File: src/rtl/mc_ctrl.sv
// Multi-cycle main controller for the MIPS-lite core: sequences fetch/decode/
// execute/memory/write-back, decodes datapath selects and gates write enables by state.
module mc_ctrl (
    input  logic       clk,
    input  logic       reset,
    input  logic [5:0] opcode,
    input  logic [5:0] funct,
    input  logic       zero,
    output logic       ir_we,
    output logic       pc_we,
    output logic       reg_we,
    output logic       mem_we,
    output logic [2:0] npc_sel,
    output logic [2:0] alu_op,
    output logic       alu_src,
    output logic       ext_op,
    output logic [1:0] reg_dst,
    output logic [1:0] wd_sel,
    output logic [3:0] state
);
    typedef enum logic [3:0] {
        S_FETCH  = 4'd0,
        S_DECODE = 4'd1,
        S_EXEC   = 4'd2,
        S_MEMRD  = 4'd3,
        S_MEMWR  = 4'd4,
        S_WBMEM  = 4'd5,
        S_WBALU  = 4'd6,
        S_BRANCH = 4'd7,
        S_JUMP   = 4'd8,
        S_SKIP   = 4'd9
    } state_t;

    state_t state_q, state_d;

    logic is_r, is_addu, is_subu, is_jr, is_ori, is_lui, is_lw, is_sw;
    logic is_beq, is_bne, is_j, is_jal;
    logic is_alu_class, is_branch, is_jump;

    assign is_r    = (opcode == 6'b000000);
    assign is_addu = is_r && (funct == 6'b100001);
    assign is_subu = is_r && (funct == 6'b100011);
    assign is_jr   = is_r && (funct == 6'b001000);
    assign is_ori  = (opcode == 6'b001101);
    assign is_lui  = (opcode == 6'b001111);
    assign is_lw   = (opcode == 6'b100011);
    assign is_sw   = (opcode == 6'b101011);
    assign is_beq  = (opcode == 6'b000100);
    assign is_bne  = (opcode == 6'b000101);
    assign is_j    = (opcode == 6'b000010);
    assign is_jal  = (opcode == 6'b000011);

    assign is_alu_class = is_addu | is_subu | is_ori | is_lui | is_lw | is_sw;
    assign is_branch    = is_beq | is_bne;
    assign is_jump      = is_j | is_jal | is_jr;

    // Branch resolution lives in the next-PC unit; zero is deliberately ignored here.
    logic unused_zero;
    assign unused_zero = zero;

    always_ff @(posedge clk or negedge reset) begin
        if (!reset) state_q <= S_FETCH;
        else        state_q <= state_d;
    end

    always_comb begin
        state_d = S_FETCH;
        case (state_q)
            S_FETCH:  state_d = S_DECODE;
            S_DECODE: begin
                if (is_alu_class)   state_d = S_EXEC;
                else if (is_branch) state_d = S_BRANCH;
                else if (is_jump)   state_d = S_JUMP;
                else                state_d = S_SKIP;
            end
            S_EXEC: begin
                if (is_lw)      state_d = S_MEMRD;
                else if (is_sw) state_d = S_MEMWR;
                else            state_d = S_WBALU;
            end
            S_MEMRD: state_d = S_WBMEM;
            default: state_d = S_FETCH;
        endcase
    end

    // Enables are Moore decodes of state; reset overrides them immediately.
    always_comb begin
        ir_we  = 1'b0;
        pc_we  = 1'b0;
        reg_we = 1'b0;
        mem_we = 1'b0;
        case (state_q)
            S_FETCH:  ir_we = 1'b1;
            S_MEMWR:  begin mem_we = 1'b1; pc_we = 1'b1; end
            S_WBMEM:  begin reg_we = 1'b1; pc_we = 1'b1; end
            S_WBALU:  begin reg_we = 1'b1; pc_we = 1'b1; end
            S_BRANCH: pc_we = 1'b1;
            S_JUMP:   begin pc_we = 1'b1; reg_we = is_jal; end
            S_SKIP:   pc_we = 1'b1;
            default:  ;
        endcase
        if (!reset) begin
            ir_we  = 1'b0;
            pc_we  = 1'b0;
            reg_we = 1'b0;
            mem_we = 1'b0;
        end
    end

    always_comb begin
        npc_sel = 3'b000;
        alu_op  = 3'b000;
        alu_src = 1'b0;
        ext_op  = 1'b0;
        reg_dst = 2'b00;
        wd_sel  = 2'b00;
        if (is_addu) begin
            reg_dst = 2'b01;
        end else if (is_subu) begin
            alu_op = 3'b001; reg_dst = 2'b01;
        end else if (is_ori) begin
            alu_op = 3'b010; alu_src = 1'b1;
        end else if (is_lui) begin
            alu_op = 3'b011; alu_src = 1'b1;
        end else if (is_lw) begin
            alu_src = 1'b1; ext_op = 1'b1; wd_sel = 2'b01;
        end else if (is_sw) begin
            alu_src = 1'b1; ext_op = 1'b1;
        end else if (is_beq) begin
            alu_op = 3'b001; npc_sel = 3'b001;
        end else if (is_bne) begin
            alu_op = 3'b001; npc_sel = 3'b100;
        end else if (is_j) begin
            npc_sel = 3'b010;
        end else if (is_jal) begin
            npc_sel = 3'b010; reg_dst = 2'b10; wd_sel = 2'b10;
        end else if (is_jr) begin
            npc_sel = 3'b011;
        end
        if (state_q == S_SKIP) npc_sel = 3'b000;
    end

    assign state = state_q;
endmodule

File: config.mk
export PLATFORM = sky130hd
export DESIGN_NAME = mc_ctrl
export DESIGN_NICKNAME = d
export VERILOG_FILES = /design/src/rtl/mc_ctrl.sv
export SDC_FILE = /design/constraint.sdc
export NUM_CORES = 1
export LEC_CHECK = 0
export ABC_AREA = 1
export ABC_CLOCK_PERIOD_IN_PS = 1080
export CORE_AREA = 2 2 39 41
export CTS_CLUSTER_SIZE = 12
export DETAILED_ROUTE_END_ITERATION = 12
export DIE_AREA = 0 0 41 43
export DONT_BUFFER_PORTS = 1
export PLACE_DENSITY_LB_ADDON = 0.05
export SETUP_SLACK_MARGIN = 0.02
export SLEW_MARGIN = 20
export SYNTH_ARGS = -nofsm -noshare
export SYNTH_HDL_FRONTEND = slang
export SYNTH_SLANG_ARGS = --single-unit
File: constraint.sdc
create_clock -name clk -period 1.08 [get_ports clk]
set_input_delay 0.108 -clock clk [delete_from_list [all_inputs] [get_ports clk]]
set_output_delay 0.108 -clock clk [all_outputs]
set_load 0.01 [all_outputs]
Word level (Yosys, flattened, before mapping). Index checks and enable logic that the tools add are counted.

Logic and storage cells: 95. Input bits: 15. Output and inout bits: 20. Bits in registers: 4.

Eq/ne operators: 20. Bitwise logic cells: 8. Mux-type cells: 59. Reduce and logical (&&, ||, !) cells: 7.

Operator list (number): $mux 2 (23); $mux 3 (10); $eq 6x6->1 const B (4); $mux 1 (22); $eq 6x4->1 const B (3); $eq 4x3->1 const B (4); $pmux 4 s4 (1); $eq 6x2->1 const B (2); $eq 6x3->1 const B (2); $eq 4x2->1 const B (2); $eq 4x4->1 const B (2); $mux 4 (2); $or 1x1->1 (8); $logic_not 6->1 (1); $reduce_or 6->1 (1); $eq 4x1->1 const B (1); $logic_not 4->1 (1); $logic_and 1x1->1 (3); $pmux 1 s2 (1); $reduce_or 2->1 (1).

Depth between registers and ports, before layout.
Depth after elaboration: 14. Gate-level depth with buffers: 10. Gate-level depth less buffers: 10.

Least setup slack after synthesis. Ideal clock, no wire load.

Path kind: reg2out. Start point: register state_q[0], in the netlist state[0]. End point: output reg_we. Data required time: 972 ps. Path buffers: 0. Cell stages (with the launch flop): 5. Slack: 11 ps. Arrival time: 961 ps. Path through: dfrtp_1 inv_1 nor2_1 o21bai_1 a21oi_1.

Longest elaborated chain between the ends: 4. Elaborated cells on any way between the ends: 6. Classes of those cells: eq/ne: 3; mux: 2; reduce/logical: 1.

RTL lines: start, declared (RTL line 34) `state_t state_q, state_d;`; start signal, assigned (RTL line 63) `else state_q <= state_d;`; $eq 4x3->1 (RTL line 92) `case (state_q)`; $reduce_or 2->1 (no source line); $pmux 1 s2 * (RTL line 92); $mux 1 * (RTL line 102) `if (!reset) begin`; end, declared (RTL line 11) `output logic reg_we,`.

Mark *: on every way between the ends. The rest lies on a longest branch, timed or not.

Final worst setup path.
Start point: register state_q[2], in the netlist state[2]. End point: output reg_we.

Same word-level chain as after synthesis.

==> impl_table.tex <==
\begin{tabular}{lr}
\hline
Metric & Value \\
\hline
\multicolumn{2}{l}{\textbf{Timing}} \\
Final WS setup & -0.249 ns \\
Setup TNS after final layout & -1.49 ns \\
Setup-failing EPs final & 8 \\
Crit share post-route & 123\% \\
Max Slew Vio Count & 0 \\
RSZ-0062 raised after global routing & yes \\
Fmax & roughly 0.75 GHz \\
Final setup skew & about 0.012 ns \\
Number of hold-slack violations in the final timing report & 0 \\
Min cycle time layout & 1.33 ns \\
Final hold slack & 0.127 ns \\
\multicolumn{2}{l}{\textbf{Yosys}} \\
Number of synthesized flops with an enable pin & 0 \\
Net count after synthesis & about 110 \\
Cell area after synthesis & between 500 and 600 um2 \\
Largest cells by area after synthesis & sky130\_fd\_sc\_hd\_\_dfrtp\_1 (18\%), sky130\_fd\_sc\_hd\_\_nor2\_1 (13\%), sky130\_fd\_sc\_hd\_\_inv\_1 (11\%), sky130\_fd\_sc\_hd\_\_nand2\_1 (9.5\%), sky130\_fd\_sc\_hd\_\_nand3\_1 (6.3\%) \\
Multiplexer fraction of the synthesized cell area & 0\% \\
Seq/Total Area, Yosys & between 10\% and 20\% \\
Synth warn & 0 \\
Library cell occupying the most area in the post-synthesis netlist & sky130\_fd\_sc\_hd\_\_dfrtp\_1 \\
Fraction of synthesized cell area taken by the top area cell type & a little under a fifth \\
Unique cell type count in the Yosys netlist & 24 \\
Compound-gate portion of the synthesized area & 11.7\% \\
Syn Area/Cell & between 5 and 6 um2 \\
Largest family of logic cells by synthesized area & simple AND/OR/NAND/NOR gates \\
Fraction of synthesized cell area in xor and xnor cells & 0\% \\
Post-synthesis share of cell area spent on full adders, half adders and majority gates & 0\% \\
Share of synthesized cell area in and, or, nand and nor gates & 52.9\% \\
Most numerous cell types in the synthesized netlist & sky130\_fd\_sc\_hd\_\_nor2\_1 (19), sky130\_fd\_sc\_hd\_\_inv\_1 (17), sky130\_fd\_sc\_hd\_\_nand2\_1 (14) \\
Most common flop cell mapped by yosys & sky130\_fd\_sc\_hd\_\_dfrtp\_1 \\
Post-Synthesis Cells & 94 \\
Top-count cell post-synth & sky130\_fd\_sc\_hd\_\_nor2\_1 \\
Synth async-reset ratio & 100\% \\
Flops \& latches, synth & 4 \\
\multicolumn{2}{l}{\textbf{Setup path}} \\
Critical R2R Capture & state[0] \\
Timing endpoint of the critical path & reg\_we \\
Endpoint arrival time on the critical path & between 1 and 1.5 ns \\
Worst Path Buf+Inv & 1 \\
Kind of cell with the highest combined delay on the critical path & flip-flops \\
Critical R2R Launch & state[0] \\
Depth of the worst register-to-register path & 4 \\
CP max stage cell & sky130\_fd\_sc\_hd\_\_dfrtp\_1 \\
Kind of end point of the critical path & output port \\
Slowest stage delay, CP & 0.40 ns \\
Internal reg-to-reg setup slack & -0.01 ns \\
Type of element launching the critical path & flip-flop \\
CP Depth & 4 \\
Source of the critical timing path & state[2] \\
Worst Path Required & 0.97 ns \\
Worst-path cell chain & buf\_4, nand2\_4, o21bai\_1, a21oi\_2 \\
Worst Path Class, Setup & reg2out \\
Largest fanout of any net on the critical path & 3 \\
\multicolumn{2}{l}{\textbf{Routing}} \\
Routed WL per cell & 11.8 um \\
Per-cell via count in the routed design & about 5 \\
DRC violation count after routing & 0 \\
Total Routed Length & 1.57 mm \\
Number of design-rule violations left by the first detailed-router iteration & 5 \\
Remaining number of nets flagged by the antenna check after routing & 0 \\
Total iterations of the first detailed-routing run & 4 \\
Routed vias & 664 \\
\multicolumn{2}{l}{\textbf{CTS}} \\
Register clock-pin slew on the reported worst setup and hold paths & roughly 0.050 ns \\
Inserted Clock Buffers & 3 \\
Worst-Skew Late Latency & approximately 0.25 ns \\
Number of clock sinks seen by CTS & 4 \\
Number of levels the H-tree was split into & 1 \\
Worst-case clock buffer depth & 2 \\
TritonCTS clock tree & built \\
Cell chosen for the clock root & sky130\_fd\_sc\_hd\_\_clkbuf\_4 \\
\multicolumn{2}{l}{\textbf{Placement}} \\
Routability Congestion & $\sim$0.7 \\
HPWL after DPL & roughly 1.2 mm \\
Port buffer count & 0 \\
\multicolumn{2}{l}{\textbf{Flow run}} \\
Max-Cap Viols & 0 \\
\multicolumn{2}{l}{\textbf{Pwr}} \\
Combinational power share & between 60\% and 70\% \\
Overall power of the completed layout & 1.32 mW \\
Internal portion of total power & between 0.7 and 0.8 mW \\
Clk pwr share & between 15 and 20\% \\
Power spent charging and discharging nets & just under 0.6 mW \\
Sequential Power Share & between 20\% and 30\% \\
Switching part of the total & between 40\% and 50\% \\
Cell leakage power & roughly 0.42 nW \\
Power density over the cells & around 1600 mW/mm2 \\
Worst IR Drop VDD & $\sim$0.00060 V \\
\multicolumn{2}{l}{\textbf{Outcome}} \\
Status & complete, but fails checks \\
Failing checks & negative setup slack \\
\multicolumn{2}{l}{\textbf{Global routing}} \\
GR Util All Layers & 21.3\% \\
Number of antenna violations at the first check in global routing & 0 \\
Global-route wire length before repair & between 2 and 3 mm \\
Total overflow reported by the global router & 0 \\
Maximum number of pins on one net before global-route repair & 7 \\
Number of global-route vias before repair & about 660 \\
\multicolumn{2}{l}{\textbf{Floorplan}} \\
Area of the core region & approximately 0.0014 mm2 \\
Die extent in x & 41 um \\
Die outline area & approximately 0.0018 mm2 \\
Starting utilization of the core area & around two fifths \\
Count of boundary I/O pins & 35 \\
Die height & between 40 and 50 um \\
Row count & 14 \\
\multicolumn{2}{l}{\textbf{Cells and area}} \\
Fraction of layout cells with a size suffix above 1 & 47.9\% \\
Area growth, synth to finish & 48.9\% \\
Antenna Diode Count & 0 \\
Final net count & approximately 130 \\
Flip-flop count of the largest register, all copies and words added & 4 \\
\multicolumn{2}{l}{\textbf{Min path}} \\
Worst hold-check path type & in2async \\
\hline
\end{tabular}
==> power groups by stage <==
stage,Clock [mW],Combinational (mW),Sequential [mW]
final,0.213,0.842,0.267
after global routing,0.229,0.928,0.276
after CTS,0.221,0.790,0.264
after detailed placement,0,0.619,0.259
after global placement,0,0.618,0.258
after floorplan,0,0.292,0.282
==> repair_timing <==
action / 4_1_cts / 5_1_grt
buffers inserted: 2 / 1
setup endpoints to repair: 7 / 11
gates resized for setup: 16 / 5
hold buffers: 1 / 0
pin swaps: 5 / 1
endpoints found under the hold margin: 4 / 0
==> through the flow <==
stage | std cells | area, um2 | util, % | worst slack, ns
after floorplan | 94 | 557 | - | 0.0193
after global placement | 125 | 689 | 49.8 | -0.0368
after detailed placement | 125 | 689 | 49.8 | -0.0453
after CTS | 132 | 800 | 57.8 | -0.225
after global routing | 133 | 827 | 59.8 | -0.287
final | 133 | 827 | 59.8 | -0.249
==> cell type report <==
type / count / area, um2
inverter: 20 / 77.6
timing repair buffer: 21 / 164
sequential: 4 / 103
fill: 144 / 557
tap: 16 / 20.0
clock buffer: 4 / 26.3
multi-input combinational: 68 / 437
==> kinds of logic after synthesis <==
| family | count (synthesis) |
|---|---|
| compound gates | 9 |
| simple gates | 58 |
| other cells | 1 |
| flops | 4 |
| buf+inv | 22 |
==> cells in the final DEF, fill, tap and decap left out <==
cell,netlist,routed
sky130_fd_sc_hd__o21ai_1,1,1
sky130_fd_sc_hd__o211ai_1,2,2
sky130_fd_sc_hd__nor2_4,2,6
sky130_fd_sc_hd__nand2_2,5,6
sky130_fd_sc_hd__a21oi_4,0,1
sky130_fd_sc_hd__inv_4,1,1
sky130_fd_sc_hd__dfrtp_2,0,2
sky130_fd_sc_hd__inv_1,17,16
sky130_fd_sc_hd__conb_1,1,1
sky130_fd_sc_hd__nand2_4,0,1
sky130_fd_sc_hd__a31oi_1,1,1
sky130_fd_sc_hd__buf_4,2,19
sky130_fd_sc_hd__nor2_1,19,14
sky130_fd_sc_hd__nor2_2,5,6
sky130_fd_sc_hd__a21oi_2,0,1
sky130_fd_sc_hd__nor3_2,1,2
sky130_fd_sc_hd__buf_6,0,1
sky130_fd_sc_hd__nand2_1,14,12
sky130_fd_sc_hd__nand4_1,1,1
sky130_fd_sc_hd__clkbuf_4,0,3
sky130_fd_sc_hd__o311ai_0,1,1
sky130_fd_sc_hd__nand3_4,1,1
sky130_fd_sc_hd__inv_2,2,3
sky130_fd_sc_hd__dlygate4sd3_1,0,1
sky130_fd_sc_hd__dfrtp_1,4,2
sky130_fd_sc_hd__o21bai_1,1,1
sky130_fd_sc_hd__o211ai_2,1,1
sky130_fd_sc_hd__nor4_2,0,1
sky130_fd_sc_hd__nand3_2,0,1
sky130_fd_sc_hd__nor3_1,2,1
sky130_fd_sc_hd__nand3_1,7,6
sky130_fd_sc_hd__clkbuf_1,0,1
==> worst min path at each step <==
stage                      from        to  cells past startpoint
after floorplan           reset  state[0]                      0
after global placement    reset  state[3]                      0
after detailed placement  reset  state[1]                      0
after CTS                 reset  state[2]                      1
after global routing      reset  state[2]                      1
final                     reset  state[2]                      1
==> routing by layer <==
layer | global-route usage (%) | vias to the layer above | wire, um | share of wire, %
li1 | - | 337 | - | -
met1 | 22.9 | 303 | 596 | 38
met2 | 37.8 | 22 | 851 | 54
met3 | 2.62 | 2 | 111 | 7.1
met4 | 10.0 | 0 | 14 | 0.89
met5 | 0 | - | 0 | 0
No activity file was read; power rests on OpenSTA's default activity.
